File: src/rtl/sys_array_arbiter_if.sv
// rtl/sys_array_arbiter_if.sv - requester/fetcher bus bundle for sys_array_arbiter
interface sys_array_arbiter_if #(
  parameter int DATA_WIDTH = 8,
  parameter int ARRAY_W    = 4,
  parameter int ARRAY_L    = 4
) ();
  localparam int MW = DATA_WIDTH * ARRAY_W * ARRAY_L;
  localparam int RW = 2 * DATA_WIDTH * ARRAY_W * ARRAY_W;

  logic [1:0]    req_valid;
  logic [1:0]    req_ready;
  logic [MW-1:0] req_a0;
  logic [MW-1:0] req_a1;
  logic [MW-1:0] req_b0;
  logic [MW-1:0] req_b1;
  logic [1:0]    resp_valid;
  logic [RW-1:0] resp_data;
  logic          busy;
  logic          f_load_params;
  logic          f_start_comp;
  logic [MW-1:0] f_data_a;
  logic [MW-1:0] f_data_b;
  logic [RW-1:0] f_out_data;

  modport slave (
    input  req_valid, req_a0, req_a1, req_b0, req_b1, f_out_data,
    output req_ready, resp_valid, resp_data, busy,
           f_load_params, f_start_comp, f_data_a, f_data_b
  );

  modport master (
    output req_valid, req_a0, req_a1, req_b0, req_b1, f_out_data,
    input  req_ready, resp_valid, resp_data, busy,
           f_load_params, f_start_comp, f_data_a, f_data_b
  );
endinterface

File: src/rtl/sys_array_arbiter.sv
// rtl/sys_array_arbiter.sv - two-requester arbiter sharing one systolic-array fetcher
module sys_array_arbiter #(
  parameter int DATA_WIDTH  = 8,
  parameter int ARRAY_W     = 4,
  parameter int ARRAY_L     = 4,
  parameter int COMP_CYCLES = ARRAY_L + 2 * ARRAY_W + 4
) (
  input logic             clock,
  input logic             reset_n,
  sys_array_arbiter_if.slave bus
);
  localparam int MW = DATA_WIDTH * ARRAY_W * ARRAY_L;
  localparam int RW = 2 * DATA_WIDTH * ARRAY_W * ARRAY_W;
  localparam int CW = $clog2(COMP_CYCLES + 1);

  typedef enum logic [2:0] {IDLE, LOAD, START, WAIT, DONE} state_t;

  state_t        state;
  state_t        state_next;
  logic          prio;
  logic          owner;
  logic          param_ok;
  logic [CW-1:0] counter;
  logic [MW-1:0] a_reg;
  logic [MW-1:0] b_reg;
  logic [MW-1:0] b_cache;
  logic [RW-1:0] resp_reg;

  logic          win;
  logic          accept;
  logic [MW-1:0] sel_a;
  logic [MW-1:0] sel_b;
  logic [1:0]    ready_c;
  logic [1:0]    resp_valid_c;
  logic          load_c;
  logic          start_c;

  // Priority pointer only matters when both requesters contend.
  always_comb begin
    win = prio;
    if (bus.req_valid == 2'b01) win = 1'b0;
    else if (bus.req_valid == 2'b10) win = 1'b1;
  end

  assign sel_a  = win ? bus.req_a1 : bus.req_a0;
  assign sel_b  = win ? bus.req_b1 : bus.req_b0;
  assign accept = (state == IDLE) && bus.req_valid[win];

  always_comb begin
    state_next   = state;
    ready_c      = 2'b00;
    resp_valid_c = 2'b00;
    load_c       = 1'b0;
    start_c      = 1'b0;
    case (state)
      IDLE: begin
        ready_c[win] = bus.req_valid[win];
        if (accept)
          state_next = (param_ok && (sel_b == b_cache)) ? START : LOAD;
      end
      LOAD: begin
        load_c     = 1'b1;
        state_next = START;
      end
      START: begin
        start_c    = 1'b1;
        state_next = WAIT;
      end
      // Fetcher ready is sticky, so completion is timed purely by the counter.
      WAIT: begin
        if (counter == '0) state_next = DONE;
      end
      DONE: begin
        resp_valid_c[owner] = 1'b1;
        state_next          = IDLE;
      end
      default: state_next = IDLE;
    endcase
  end

  always_ff @(posedge clock) begin
    if (!reset_n) begin
      state    <= IDLE;
      prio     <= 1'b0;
      owner    <= 1'b0;
      param_ok <= 1'b0;
      counter  <= '0;
      a_reg    <= '0;
      b_reg    <= '0;
      b_cache  <= '0;
      resp_reg <= '0;
    end else begin
      state <= state_next;
      case (state)
        IDLE: begin
          if (accept) begin
            owner <= win;
            a_reg <= sel_a;
            b_reg <= sel_b;
          end
        end
        LOAD: begin
          b_cache  <= b_reg;
          param_ok <= 1'b1;
        end
        START: counter <= CW'(COMP_CYCLES - 1);
        WAIT: begin
          if (counter == '0) resp_reg <= bus.f_out_data;
          else counter <= counter - 1'b1;
        end
        DONE: prio <= ~owner;
        default: ;
      endcase
    end
  end

  assign bus.req_ready     = ready_c;
  assign bus.resp_valid    = resp_valid_c;
  assign bus.resp_data     = resp_reg;
  assign bus.busy          = (state != IDLE);
  assign bus.f_load_params = load_c;
  assign bus.f_start_comp  = start_c;
  assign bus.f_data_a      = a_reg;
  assign bus.f_data_b      = b_reg;
endmodule

File: src/flat_wrapper.sv
// flat-port wrapper written by rule: the top's interface ports become plain ports
module sys_array_arbiter_flat 
#(
  parameter int DATA_WIDTH  = 8,
  parameter int ARRAY_W     = 4,
  parameter int ARRAY_L     = 4,
  parameter int COMP_CYCLES = ARRAY_L + 2 * ARRAY_W + 4
)
  (clock, reset_n, bus_req_valid, bus_req_a0, bus_req_a1, bus_req_b0, bus_req_b1, bus_f_out_data, bus_req_ready, bus_resp_valid, bus_resp_data, bus_busy, bus_f_load_params, bus_f_start_comp, bus_f_data_a, bus_f_data_b);
  sys_array_arbiter_if #(.DATA_WIDTH(DATA_WIDTH), .ARRAY_W(ARRAY_W), .ARRAY_L(ARRAY_L)) bus_i ();
  input logic clock;
  input logic reset_n;
  input wire logic [$bits(bus_i.req_valid)-1:0] bus_req_valid;
  input wire logic [$bits(bus_i.req_a0)-1:0] bus_req_a0;
  input wire logic [$bits(bus_i.req_a1)-1:0] bus_req_a1;
  input wire logic [$bits(bus_i.req_b0)-1:0] bus_req_b0;
  input wire logic [$bits(bus_i.req_b1)-1:0] bus_req_b1;
  input wire logic [$bits(bus_i.f_out_data)-1:0] bus_f_out_data;
  output wire logic [$bits(bus_i.req_ready)-1:0] bus_req_ready;
  output wire logic [$bits(bus_i.resp_valid)-1:0] bus_resp_valid;
  output wire logic [$bits(bus_i.resp_data)-1:0] bus_resp_data;
  output wire logic [$bits(bus_i.busy)-1:0] bus_busy;
  output wire logic [$bits(bus_i.f_load_params)-1:0] bus_f_load_params;
  output wire logic [$bits(bus_i.f_start_comp)-1:0] bus_f_start_comp;
  output wire logic [$bits(bus_i.f_data_a)-1:0] bus_f_data_a;
  output wire logic [$bits(bus_i.f_data_b)-1:0] bus_f_data_b;
  assign bus_i.req_valid = bus_req_valid;
  assign bus_i.req_a0 = bus_req_a0;
  assign bus_i.req_a1 = bus_req_a1;
  assign bus_i.req_b0 = bus_req_b0;
  assign bus_i.req_b1 = bus_req_b1;
  assign bus_i.f_out_data = bus_f_out_data;
  assign bus_req_ready = bus_i.req_ready;
  assign bus_resp_valid = bus_i.resp_valid;
  assign bus_resp_data = bus_i.resp_data;
  assign bus_busy = bus_i.busy;
  assign bus_f_load_params = bus_i.f_load_params;
  assign bus_f_start_comp = bus_i.f_start_comp;
  assign bus_f_data_a = bus_i.f_data_a;
  assign bus_f_data_b = bus_i.f_data_b;
  sys_array_arbiter #(.DATA_WIDTH(DATA_WIDTH), .ARRAY_W(ARRAY_W), .ARRAY_L(ARRAY_L), .COMP_CYCLES(COMP_CYCLES)) u_core (.clock(clock), .reset_n(reset_n), .bus(bus_i));
endmodule
File: config.mk
export PLATFORM = sky130hd
export DESIGN_NAME = sys_array_arbiter_flat
export DESIGN_NICKNAME = d
export VERILOG_FILES = /design/src/rtl/sys_array_arbiter_if.sv /design/src/rtl/sys_array_arbiter.sv /design/src/flat_wrapper.sv
export SDC_FILE = /design/constraint.sdc
export NUM_CORES = 1
export LEC_CHECK = 0
export ABC_AREA = 0
export BUFFER_PORTS_ARGS = -buffer_cell sky130_fd_sc_hd__buf_2
export CAP_MARGIN = 20
export CORE_AREA = 4 4 495 497
export CTS_CLUSTER_DIAMETER = 80
export DETAILED_ROUTE_END_ITERATION = 10
export DIE_AREA = 0 0 499 501
export GPL_ROUTABILITY_DRIVEN = 0
export PLACE_DENSITY = 0.4
export REMOVE_ABC_BUFFERS = 1
export SLEW_MARGIN = 20
export SYNTH_ARGS = -nofsm -noshare
export SYNTH_HDL_FRONTEND = slang
export SYNTH_SLANG_ARGS = --single-unit
File: constraint.sdc
create_clock -name clock -period 3.9 [get_ports clock]
set_clock_uncertainty 0.15 [all_clocks]
set_input_delay 0.39 -clock clock [delete_from_list [all_inputs] [get_ports clock]]
set_output_delay 0.39 -clock clock [all_outputs]
set_load 0.01 [all_outputs]
==> impl_metrics.tcl <==
set metrics [dict create \
    setup_viol 0 \
    synth-edff-count 0 \
    synthDistinctLibCells 53 \
    worst_hold_slack_ns 0.101 \
    critPathKind "flop to flop" \
    finalNetCount 5861 \
    yosysSeqAreaShare 0.507 \
    drt-pass1-iter-count 7 \
    synthAdderAreaFrac 0.000973 \
    fmax_mhz 273 \
    dp_hpwl_um 176000 \
    cts-root-buf "sky130_fd_sc_hd__clkbuf_16" \
    path_clk_slew_ns 0.06 \
    yosys_register_bits 651 \
    endpoint_kind "flop" \
    placed_instances 7451 \
    hold_viol_final 0 \
    clkLatencyLatePin_ns 0.72 \
    grt_max_degree 142 \
    tritoncts "yes" \
    num_cts_buffers 86 \
    htree_num_levels 3 \
    ys.warnings.count 0 \
    antenna_violating_nets_left 0 \
    grt_usage 0.163 \
    synth-compound-area-share 0.199 \
    report.power.total_mw 20.5 \
    dieHeight_um 501 \
    power-per-cell-area_nw_per_um2 441 \
    arrival_ns 4.09 \
    synth_top_flop_cell "sky130_fd_sc_hd__dfxtp_1" \
    post_layout_minimum_cycle_time_ns 3.66 \
    reg2reg_setup_slack_ns 0.24 \
    post_drt_via_cell_ratio 3.83 \
    antenna_found_initial 153 \
    largest_family_of_logic_cells_by_synthesized_area "compound AO/OA/AOI/OAI gates" \
    postSynth.asyncResetShare 0 \
    p_switching_mw 6.41 \
    post_synth_inst_count 3163 \
    remaining_drc_errors 0 \
    timing_worst_slew_pin_value_ns 1.15 \
    mappedNetlistArea_um2 25700 \
    timing.critical_path.from_type "flop" \
    yosys-mux-area-fraction 0.0447 \
    num_io_pins 1291 \
    grt_setup_unrepaired "false" \
    crit_required_ns 4.33 \
    multi_input_area_um2 11600 \
    layout.cells.non_filler 8392 \
    fillerInstances 27000 \
    p_leak_nw 19.5 \
    global_route_wire_length_before_repair_um 280000 \
    grt_overflow 0 \
    drive_gt1_frac 0.292 \
    floorplan.die_area_um2 250000 \
    holdCritPathClass "primary input to flop" \
    initial_util 0.107 \
    worst-path-max-fanout 24 \
    first_global_vias 31900 \
    comb_power_share 0.212 \
    port_buffers 1290 \
    drv_slew 0 \
    internal_dissipation_mw 14.1 \
    detail_route.wl_per_cell_um 25.5 \
    drt_iter0_drc 2245 \
    swShare 0.313 \
    maxSlewHeadroom 0.230 \
    post-route-period-util 0.939 \
    area.sequential_um2 13000 \
    power.sequential.fraction 0.367 \
    syn_avg_cell_area_um2 8.13 \
    maxCapViolCount 0 \
    outcome "finished, final reports clean" \
    synthesized_area_fraction_occupied_by_and_or_nand_nor_cells 0.177 \
    area_delta_synth_final_pct 80.6 \
    power.share.clock 0.421 \
    clk_sinks 651 \
    synth_xor_area_frac 0.0266 \
    vdd.ir_drop.worst_mv 0.299 \
    std_cell_rows 180 \
    dr_total_vias 32100 \
    core_um2 240000 \
    clock_path_buffers 3 \
    routed_wl_um 214000 \
    horizontal_extent_of_the_die_um 499 \
]
power groups by stage:
stage | Sequential, mW | Combinational (mW) | Clock, mW
after CTS | 7.50 | 4.40 | 8.94
after floorplan | 7.75 | 1.54 | 0
after detailed placement | 7.64 | 3.62 | 0
final | 7.51 | 4.34 | 8.62
after global routing | 7.56 | 4.69 | 9.13
after global placement | 7.63 | 3.61 | 0
state kept, by name, indices dropped and copies added, names as in the netlist:
signal,flops
u_core.b_cache,128
u_core.bus.f_data_a,128
u_core.bus.f_data_b,128
u_core.bus.resp_data,256
u_core.counter,5
u_core.owner,1
u_core.param_ok,1
u_core.prio,1
u_core.state,3
cell families (layout without fill, tap and decap cells):
| group | count (synthesis) | in the layout |
|---|---|---|
| fa+ha+maj | 2 | 2 |
| other cells | 0 | 53 |
| simple gates | 1166 | 1166 |
| xor+xnor | 78 | 78 |
| buf+inv | 287 | 2278 |
| compound gates | 865 | 865 |
| flops | 651 | 651 |
| mux | 114 | 114 |
what timing repair did:
| action | CTS | global route |
|---|---|---|
| setup endpoints to repair | 2 | 2 |
| gates cloned | 0 | 0 |
| hold buffers | 733 | 0 |
| endpoints found under the hold margin | 501 | 0 |
| setup buffers | 0 | 0 |
| gates resized for setup | 1 | 1 |
per-layer routing:
layer | share of wire | vias to the layer above | track usage
met5 | 0.0018 | - | 0
met4 | 0.051 | 60 | 0.0699
met3 | 0.14 | 420 | 0.0997
met2 | 0.43 | 1632 | 0.251
met1 | 0.38 | 15300 | 0.179
li1 | - | 14700 | -
cell usage after synthesis (3+ instances only):
master / count / area (µm²)
sky130_fd_sc_hd__nand2_1: 916 / 3440
sky130_fd_sc_hd__dfxtp_1: 651 / 13000
sky130_fd_sc_hd__a21oi_1: 557 / 2790
sky130_fd_sc_hd__clkbuf_1: 224 / 841
sky130_fd_sc_hd__nor2_1: 183 / 687
sky130_fd_sc_hd__a22oi_1: 137 / 1030
sky130_fd_sc_hd__mux2i_1: 112 / 1120
sky130_fd_sc_hd__a211oi_1: 101 / 758
sky130_fd_sc_hd__xor2_1: 63 / 552
sky130_fd_sc_hd__inv_1: 43 / 161
sky130_fd_sc_hd__nand4_1: 22 / 138
sky130_fd_sc_hd__o22ai_1: 21 / 131
sky130_fd_sc_hd__nor3_1: 15 / 75.1
sky130_fd_sc_hd__xnor2_1: 15 / 131
sky130_fd_sc_hd__nand2b_1: 8 / 50.1
sky130_fd_sc_hd__nor4_1: 8 / 50.1
sky130_fd_sc_hd__a2bb2oi_1: 6 / 52.6
sky130_fd_sc_hd__a311oi_1: 6 / 52.6
sky130_fd_sc_hd__buf_6: 6 / 67.6
sky130_fd_sc_hd__a21o_1: 5 / 37.5
sky130_fd_sc_hd__buf_2: 5 / 25.0
sky130_fd_sc_hd__a221oi_1: 4 / 35.0
sky130_fd_sc_hd__buf_1: 4 / 15.0
sky130_fd_sc_hd__o221ai_1: 4 / 35.0
sky130_fd_sc_hd__o2bb2ai_1: 4 / 35.0
sky130_fd_sc_hd__a22o_1: 3 / 26.3
sky130_fd_sc_hd__buf_4: 3 / 22.5
area by class of cell:
cell class	instances	area share
clock buffer	119	0.0533
clock inverter	36	0.0117
timing repair buffer	2079	0.312
sequential	651	0.281
antenna	53	0.00286
multi-input combinational	2225	0.250
inverter	44	0.00383
tap	3185	0.0858
placed cells by master, fill, tap and decap left out, drive strengths merged, types with 3 or more instances in the layout:
cell type | Yosys | final
bufinv | 0 | 10
xor2 | 63 | 63
nand4 | 22 | 22
dfxtp | 651 | 651
mux2i | 114 | 114
diode | 0 | 53
o22ai | 21 | 21
clkinv | 0 | 18
nand2 | 916 | 916
a22oi | 137 | 137
dlygate4sd3 | 0 | 733
o2bb2ai | 4 | 4
a21oi | 557 | 557
a221oi | 4 | 4
a2bb2oi | 6 | 6
a21o | 5 | 5
a211oi | 101 | 101
xnor2 | 15 | 15
nor3 | 15 | 15
a311oi | 6 | 6
buf | 19 | 1346
nor2 | 183 | 183
o221ai | 4 | 4
nand2b | 8 | 8
a22o | 3 | 3
clkbuf | 224 | 119
nor4 | 9 | 9
inv | 44 | 50
path summary, 6_finish.rpt:
kind / from / to / depth (start not counted)
worst max-delay path: u_core.prio / u_core.state[0] / 12
worst min-delay path: bus_req_b1[21] / u_core.bus.f_data_b[21] / 3
worst max register to register: u_core.prio / u_core.state[0] / 12
worst min register to register: u_core.bus.f_data_b[77] / u_core.b_cache[77] / 2
stage by stage:
step	util	TNS, ns	instance area, µm²	worst slack (ns)
2_1_floorplan	-	-2800.15	24700	-5.44
3_3_place_gp	0.150	-0.996	35900	-0.537
3_5_place_dp	0.150	-1.02	35900	-0.522
4_1_cts	0.193	0	46300	0.0234
5_1_grt	0.193	0	46400	0.0421
6_report	0.193	0	46400	0.236
worst max-delay path, stage by stage (launching register included):
cell and delay (ns):
sky130_fd_sc_hd__dfxtp_1 0.47, sky130_fd_sc_hd__a21o_4 0.20, sky130_fd_sc_hd__buf_12 0.24, sky130_fd_sc_hd__buf_4 0.33, sky130_fd_sc_hd__buf_4 0.25, sky130_fd_sc_hd__mux2i_1 0.30
sky130_fd_sc_hd__xor2_1 0.18, sky130_fd_sc_hd__nand4_1 0.11, sky130_fd_sc_hd__nor4_1 0.50, sky130_fd_sc_hd__buf_4 0.23, sky130_fd_sc_hd__nand4_1 0.14, sky130_fd_sc_hd__o311ai_1 0.29
sky130_fd_sc_hd__a21oi_1 0.12
Power figures use the tool's default switching activity.
